==> src/rtl/ptme_cadu_monitor.sv <==
// CADU serial monitor: finds the 32-bit ASM, locks, deserialises each codeblock
// into bytes and verifies the ASM that follows, with a flywheel on isolated misses.
module ptme_cadu_monitor #(
  parameter logic [31:0] Asm            = 32'h1ACFFC1D,
  parameter int          CodeblockBytes = 1275,
  parameter int          MaxMiss        = 3,
  parameter int          CntWidth       = 32
) (
  input  logic                clk_i,
  input  logic                rst_i,
  input  logic                cadu_bit_i,
  output logic                locked_o,
  output logic [7:0]          byte_o,
  output logic                byte_valid_o,
  output logic                sof_o,
  output logic                eof_o,
  output logic [CntWidth-1:0] frame_cnt_o,
  output logic [CntWidth-1:0] asm_miss_cnt_o,
  output logic                sync_loss_o
);

  localparam int FrameBits = CodeblockBytes * 8;
  // One counter serves both the codeblock and the 32-bit marker check.
  localparam int BitW  = $clog2((FrameBits > 32) ? FrameBits : 32);
  localparam int MissW = $clog2(MaxMiss + 1);

  localparam logic [BitW-1:0]  LastDataBit = BitW'(FrameBits - 1);
  localparam logic [BitW-1:0]  LastAsmBit  = BitW'(31);
  localparam logic [MissW-1:0] MissLimit   = MissW'(MaxMiss);

  typedef enum logic [1:0] {SEARCH, DATA, CHECK} state_t;

  state_t                state_reg;
  logic [30:0]           sr_reg;
  logic [7:0]            byte_sr_reg;
  logic [BitW-1:0]       bit_cnt_reg;
  logic [MissW-1:0]      miss_cnt_reg;
  logic                  locked_reg;
  logic [7:0]            byte_reg;
  logic                  byte_valid_reg;
  logic                  sof_reg;
  logic                  eof_reg;
  logic [CntWidth-1:0]   frame_cnt_reg;
  logic [CntWidth-1:0]   asm_miss_cnt_reg;
  logic                  sync_loss_reg;

  logic [31:0]           window;
  logic [7:0]            byte_next;
  logic [MissW-1:0]      miss_cnt_next;

  assign window        = {sr_reg, cadu_bit_i};
  assign byte_next     = {byte_sr_reg[6:0], cadu_bit_i};
  assign miss_cnt_next = miss_cnt_reg + MissW'(1);

  always_ff @(posedge clk_i) begin
    if (rst_i) begin
      state_reg        <= SEARCH;
      sr_reg           <= '0;
      byte_sr_reg      <= '0;
      bit_cnt_reg      <= '0;
      miss_cnt_reg     <= '0;
      locked_reg       <= 1'b0;
      byte_reg         <= '0;
      byte_valid_reg   <= 1'b0;
      sof_reg          <= 1'b0;
      eof_reg          <= 1'b0;
      frame_cnt_reg    <= '0;
      asm_miss_cnt_reg <= '0;
      sync_loss_reg    <= 1'b0;
    end else begin
      sr_reg         <= window[30:0];
      byte_valid_reg <= 1'b0;
      sof_reg        <= 1'b0;
      eof_reg        <= 1'b0;
      sync_loss_reg  <= 1'b0;

      case (state_reg)
        SEARCH: begin
          if (window == Asm) begin
            state_reg    <= DATA;
            bit_cnt_reg  <= '0;
            miss_cnt_reg <= '0;
            locked_reg   <= 1'b1;
          end
        end

        DATA: begin
          byte_sr_reg <= byte_next;
          if (bit_cnt_reg[2:0] == 3'd7) begin
            byte_reg       <= byte_next;
            byte_valid_reg <= 1'b1;
            sof_reg        <= (bit_cnt_reg[BitW-1:3] == '0);
            eof_reg        <= (bit_cnt_reg == LastDataBit);
          end
          if (bit_cnt_reg == LastDataBit) begin
            frame_cnt_reg <= frame_cnt_reg + CntWidth'(1);
            bit_cnt_reg   <= '0;
            state_reg     <= CHECK;
          end else begin
            bit_cnt_reg <= bit_cnt_reg + BitW'(1);
          end
        end

        CHECK: begin
          if (bit_cnt_reg == LastAsmBit) begin
            bit_cnt_reg <= '0;
            if (window == Asm) begin
              miss_cnt_reg <= '0;
              state_reg    <= DATA;
            end else begin
              asm_miss_cnt_reg <= asm_miss_cnt_reg + CntWidth'(1);
              miss_cnt_reg     <= miss_cnt_next;
              if (miss_cnt_next == MissLimit) begin
                state_reg     <= SEARCH;
                locked_reg    <= 1'b0;
                sync_loss_reg <= 1'b1;
              end else begin
                // Flywheel: assume the next codeblock starts at its nominal position.
                state_reg <= DATA;
              end
            end
          end else begin
            bit_cnt_reg <= bit_cnt_reg + BitW'(1);
          end
        end

        default: state_reg <= SEARCH;
      endcase
    end
  end

  assign locked_o       = locked_reg;
  assign byte_o         = byte_reg;
  assign byte_valid_o   = byte_valid_reg;
  assign sof_o          = sof_reg;
  assign eof_o          = eof_reg;
  assign frame_cnt_o    = frame_cnt_reg;
  assign asm_miss_cnt_o = asm_miss_cnt_reg;
  assign sync_loss_o    = sync_loss_reg;

endmodule

==> config.mk <==
export PLATFORM = sky130hd
export DESIGN_NAME = ptme_cadu_monitor
export DESIGN_NICKNAME = d
export VERILOG_FILES = /design/src/rtl/ptme_cadu_monitor.sv
export SDC_FILE = /design/constraint.sdc
export NUM_CORES = 1
export LEC_CHECK = 0
export ABC_AREA = 1
export CAP_MARGIN = 20
export CORE_ASPECT_RATIO = 0.6
export CORE_MARGIN = 2
export CORE_UTILIZATION = 35
export CTS_CLUSTER_DIAMETER = 40
export DETAILED_ROUTE_END_ITERATION = 10
export PLACE_DENSITY = 0.52
export SETUP_SLACK_MARGIN = 0.1
export SYNTH_ARGS = -nofsm -noshare
export SYNTH_HDL_FRONTEND = slang
export SYNTH_SLANG_ARGS = --single-unit
export TNS_END_PERCENT = 5
==> constraint.sdc <==
create_clock -name clk_i -period 5.03 [get_ports clk_i]
set_clock_uncertainty 0.1 [all_clocks]
set_input_delay 0.503 -clock clk_i [delete_from_list [all_inputs] [get_ports clk_i]]
set_output_delay 0.503 -clock clk_i [all_outputs]
set_load 0.01 [all_outputs]
After elaboration in Yosys (flattened, before gate mapping)
Index checks and enable logic that the tools add are counted.
- add/sub/neg operators: 4
- equal/unequal tests: 12
- multiplexer cells: 21
- bitwise gates (word level): 5
- reduce and logical (&&, ||, !) cells: 14
- operator list (operator ; number):
    32-bit by 1-bit adder with 32-bit output, second input constant ; 2
    14-bit 2-to-1 mux ; 3
    14-bit one-hot mux with 3 select lines ; 1
    32-bit by 29-bit equality test with 1-bit output, second input constant ; 1
    14-bit by 1-bit adder with 14-bit output, second input constant ; 1
    14-bit equality test, second input constant ; 1
    14-bit by 5-bit equality test with 1-bit output, second input constant ; 1
    2-bit 2-to-1 mux ; 6
    11-bit zero test ; 1
    2-bit inequality test, second input constant ; 5
    3-bit AND reduction ; 3
    1-bit 2-to-1 mux ; 8
    2-bit one-hot mux with 3 select lines ; 1
    2-bit AND reduction ; 3
    1-bit NOT ; 5
    5-bit AND reduction ; 1
    2-bit equality test, second input constant ; 2
    2-bit one-hot mux with 2 select lines ; 1
    4-bit OR reduction ; 1
    3-bit equality test, second input constant ; 1
    3-bit nonzero test ; 1
    3-bit OR reduction ; 1
    2-bit by 1-bit adder with 2-bit output, second input constant ; 1
    2-bit by 1-bit equality test with 1-bit output, second input constant ; 1
    other kinds (4) ; 4
- flip-flop bits (word level): 133
- bits of input ports: 3
- output and inout port bits: 77
- word-level logic and storage cells: 69

Depth between registers and ports, before layout
- word-level depth: 6
- depth in mapped cells: 13
- gate-level depth less buffers: 13

Worst setup path after synthesis
OpenSTA, ideal clock, no wires.
- path kind: reg-to-reg
- start: register frame_cnt_reg[0] (netlist: frame_cnt_o[0])
- end: register frame_cnt_reg[18] (netlist: frame_cnt_o[18])
- library setup time: 0.128 ns
- arrival time: 1.501 ns
- path slack: 3.302 ns
- cell stages (with the launch flop): 11
- path through: dfxtp_1 ha_1 nand3_2 nor2_2 nand2_1 nor2_1 inv_1 nor2_4 nand3_1 nand2_1 nor2_2
- word-level cells in the longest chain between the ends: 1
- RTL lines (item ; RTL line ; source):
    start: declaration ; 43 ; logic [CntWidth-1:0] frame_cnt_reg;
    start signal: assignment ; 96 ; frame_cnt_reg <= frame_cnt_reg + CntWidth'(1);
    32-bit by 1-bit adder with 32-bit output ; 96 ;
Every way passes these cells.
A chain may end at the register's enable or synchronous reset.

Final worst setup path
- start: register state_reg[1]
- end: register frame_cnt_reg[22] (netlist: frame_cnt_o[22])
- word-level cells in the longest chain between the ends: 2
- RTL lines (item ; RTL line ; source):
    start: declaration ; 33 ; state_t state_reg;
    start signal: assignment ; 57 ; state_reg <= SEARCH;
    start signal: assignment ; 80 ; state_reg <= DATA;
    start signal: assignment ; 98 ; state_reg <= CHECK;
    2-bit by 1-bit equality test with 1-bit output ; 77 ; case (state_reg)
    2-bit AND reduction (no line) ; n/a ;
Every way passes these cells.

==> metrics.csv <==
metric;value;unit
Most used DFF post-synth;dfxtp_1;
mapped cell area;7120;um2
Layout Nets;1180;
Worst Hold Class;flop to flop;
Leak;3.23;nW
Syn Inst Count;1093;
max cap viols;0;
final worst slack;2.44;ns
Synth cell types;41;
Post-DRT Antenna Nets;0;
final instance area;8780;um2
Final period util;51.6;%
Syn Nets;1105;
syn_area_per_cell;6.51;um2
CTS tree;done;
Slew HR;39.0;%
Worst-Skew Late Latency;0.43;ns
Via Count;6803;
drc violations;0;
Worst Setup Path Type;flop to flop;
Post-CTS Hold Buffers;0;
CTS buffer count;17;
WP data required;5.25;ns
die area;21500;um2
Fillers;2087;
worst slew pin tran;0.916;ns
die height;114;um
post-CTS setup buffer count;0;
Detailed Place HPWL;14800;um
WP data arrival;2.82;ns
count of cells resized by post-cts repair;0;
asr flop ratio synth;0;%
first-pass GRT wire length;33000;um
H-tree lvl count;4;
register bit total from synthesis;133;
vias per std cell;4.68;
CP Max Fanout;17;
Diodes inserted;0;
routability cong.;0.873;
post-route setup TNS;0;ns
Core Area;20000;um2
Pwr Density;309;nW/um2
Root Driver;clkbuf_16;
Starting Density;35.7;%
Place WS;2.40;ns
non-filler cells, final;1454;
layout cells sized above 1;8.21;%
Critical Path Start Type;flop;
Initial DRC Count;464;
Multi-input gate area;3760;um2
DP Cell Count;1422;
fmax;0.386;GHz
TritonRoute pass-1 iters;5;
outcome;completed;
largest net degree at the start of global routing;76;
initial antenna violation count;0;
Post-synth EDFFs;0;
drt wl/cell;13.8;um
yosys warns;0;
Seq/Total Area, Yosys;37.4;%
All-Layer GR Usage;19.6;%
placed instance area;8130;um2
FF/Latch Area;2660;um2
Die X;188;um
final setup vio count;0;
WL final;20100;um
Final min period;2.59;ns
hold_ws;0.323;ns
Slew Limit Fails;0;
GR Overflow Total;0;
crit end category;flop;
Clock Path Buffers;2;
worst-case vdd ir drop;0.000236;V
Std-Cell Rows;40;
clock sinks;133;
RSZ-0062 raised after global routing;false;
io pins;80;
Reg2Reg Depth;9;
area delta synth->final;23.4;%
Port Buf Inserts;79;
endpoints failing hold;0;
vias in the first global route;6198;
clock-pin transition on the worst setup and hold timing paths;0.06;ns
hold path cells;2;
[power breakdown]
part	switching, W	internal, W	total (W)
registers	0.0000167	0.00108	0.00110
clock network	0.000485	0.000909	0.00139
logic	0.000165	0.0000566	0.000222
total	0.000667	0.00205	0.00271
[kinds of logic (layout without fill, tap and decap cells)]
family                   after synthesis  count (layout)  share of synthesized area, %
AO/OA/AOI/OAI                         97              97                          7.50
XOR/XNOR                              27              27                          3.32
adder cells (fa/ha/maj)                9               9                          1.58
buffers and inverters                173             261                          9.81
flip-flops                           133             133                          37.4
AND/OR/NAND/NOR                      654             654                          40.4
[area by class of cell]
class | instances | share of cell area (%)
flip-flops and latches | 133 | 30.3
clock inverters | 7 | 1.60
well taps | 273 | 3.89
multi-input cells | 787 | 42.8
inverters | 148 | 6.38
clock buffers | 25 | 5.87
repair buffers | 81 | 9.15
[critical path, cell delays in order (launching register included)]
cell,delay [ns]
dfxtp_1,0.34
inv_1,0.09
ha_1,0.56
inv_2,0.21
nor3_2,0.71
nand2_1,0.19
inv_1,0.12
nand3_1,0.07
nand2_1,0.06
nor2_1,0.04
[path summary, 6_finish.rpt]
kind,slack [ns],endpoint,startpoint
setup reg to reg,2.44,frame_cnt_o[22],state_reg[1]
hold / removal,0.32,sr_reg[23],sr_reg[22]
hold reg to reg,0.32,sr_reg[23],sr_reg[22]
setup / recovery,2.44,frame_cnt_o[22],state_reg[1]
[through the flow]
stage / total power (W) / utilization (%)
floorplan: 0.00129 / -
global placement: 0.00134 / 40.7
detailed placement: 0.00134 / 40.7
CTS: 0.00274 / 44.0
global route: 0.00282 / 44.0
finish: 0.00271 / 44.0
[per-layer routing]
| metal | up-vias | part of all wire (%) | wire length, um | global-route usage [%] |
|---|---|---|---|---|
| met4 | 0 | 0.81 | 163 | 4.83 |
| met2 | 176 | 37 | 7470 | 26.5 |
| met5 | - | 0 | 0 | 0 |
| li1 | 3574 | - | - | - |
| met1 | 3040 | 57 | 11400 | 30.7 |
| met3 | 13 | 5.3 | 1060 | 4.32 |
[Yosys cell counts (2+ instances only)]
cell type | n | area [um2]
nor3_1 | 29 | 145
inv_1 | 135 | 507
nand3b_1 | 7 | 52.6
dfxtp_1 | 133 | 2660
nand4_2 | 2 | 25.0
nand3_1 | 60 | 300
nor4_1 | 3 | 18.8
inv_2 | 8 | 30.0
o21bai_1 | 2 | 15.0
buf_4 | 4 | 30.0
nor3b_1 | 2 | 15.0
and3_1 | 2 | 12.5
nor3_2 | 2 | 20.0
clkinv_1 | 2 | 7.51
o21ai_1 | 8 | 40.0
a21oi_1 | 56 | 280
buf_2 | 4 | 20.0
xor2_1 | 23 | 201
nor2_1 | 172 | 646
nand2_1 | 314 | 1180
buf_1 | 2 | 7.51
a21oi_2 | 11 | 96.3
clkinv_2 | 2 | 10.0
nand4_1 | 23 | 144
o21ai_0 | 19 | 95.1
ha_1 | 9 | 113
nand2_4 | 2 | 22.5
nor2_2 | 10 | 62.6
xnor2_1 | 4 | 35.0
nand2_2 | 16 | 100
nor2_4 | 5 | 56.3
clkbuf_1 | 13 | 48.8
[cells in the final DEF, fill, tap and decap left out, types with 2 or more instances in the layout]
cell and instances:
dfxtp_1 133, nand2_1 314, nand4_1 23, xnor2_1 4
o21ai_1 8, o21bai_1 2, nand4_2 2, buf_4 3
nand2_2 16, clkbuf_16 17, o21ai_0 19, nor4_1 3
clkbuf_8 6, inv_2 8, clkbuf_1 2, clkdlybuf4s50_1 78
nor3_2 2, nand3_1 60, nor3b_1 2, nand2_4 2
a21oi_1 56, inv_1 135, clkinv_2 3, a21oi_2 11
nor2_2 10, clkinvlp_4 2, xor2_1 23, bufinv_16 4
and3_1 2, nor2_4 5, ha_1 9, nor2_1 172
nor3_1 29, clkinv_1 2, nand3b_1 7
(Power assumes the default switching activity.)
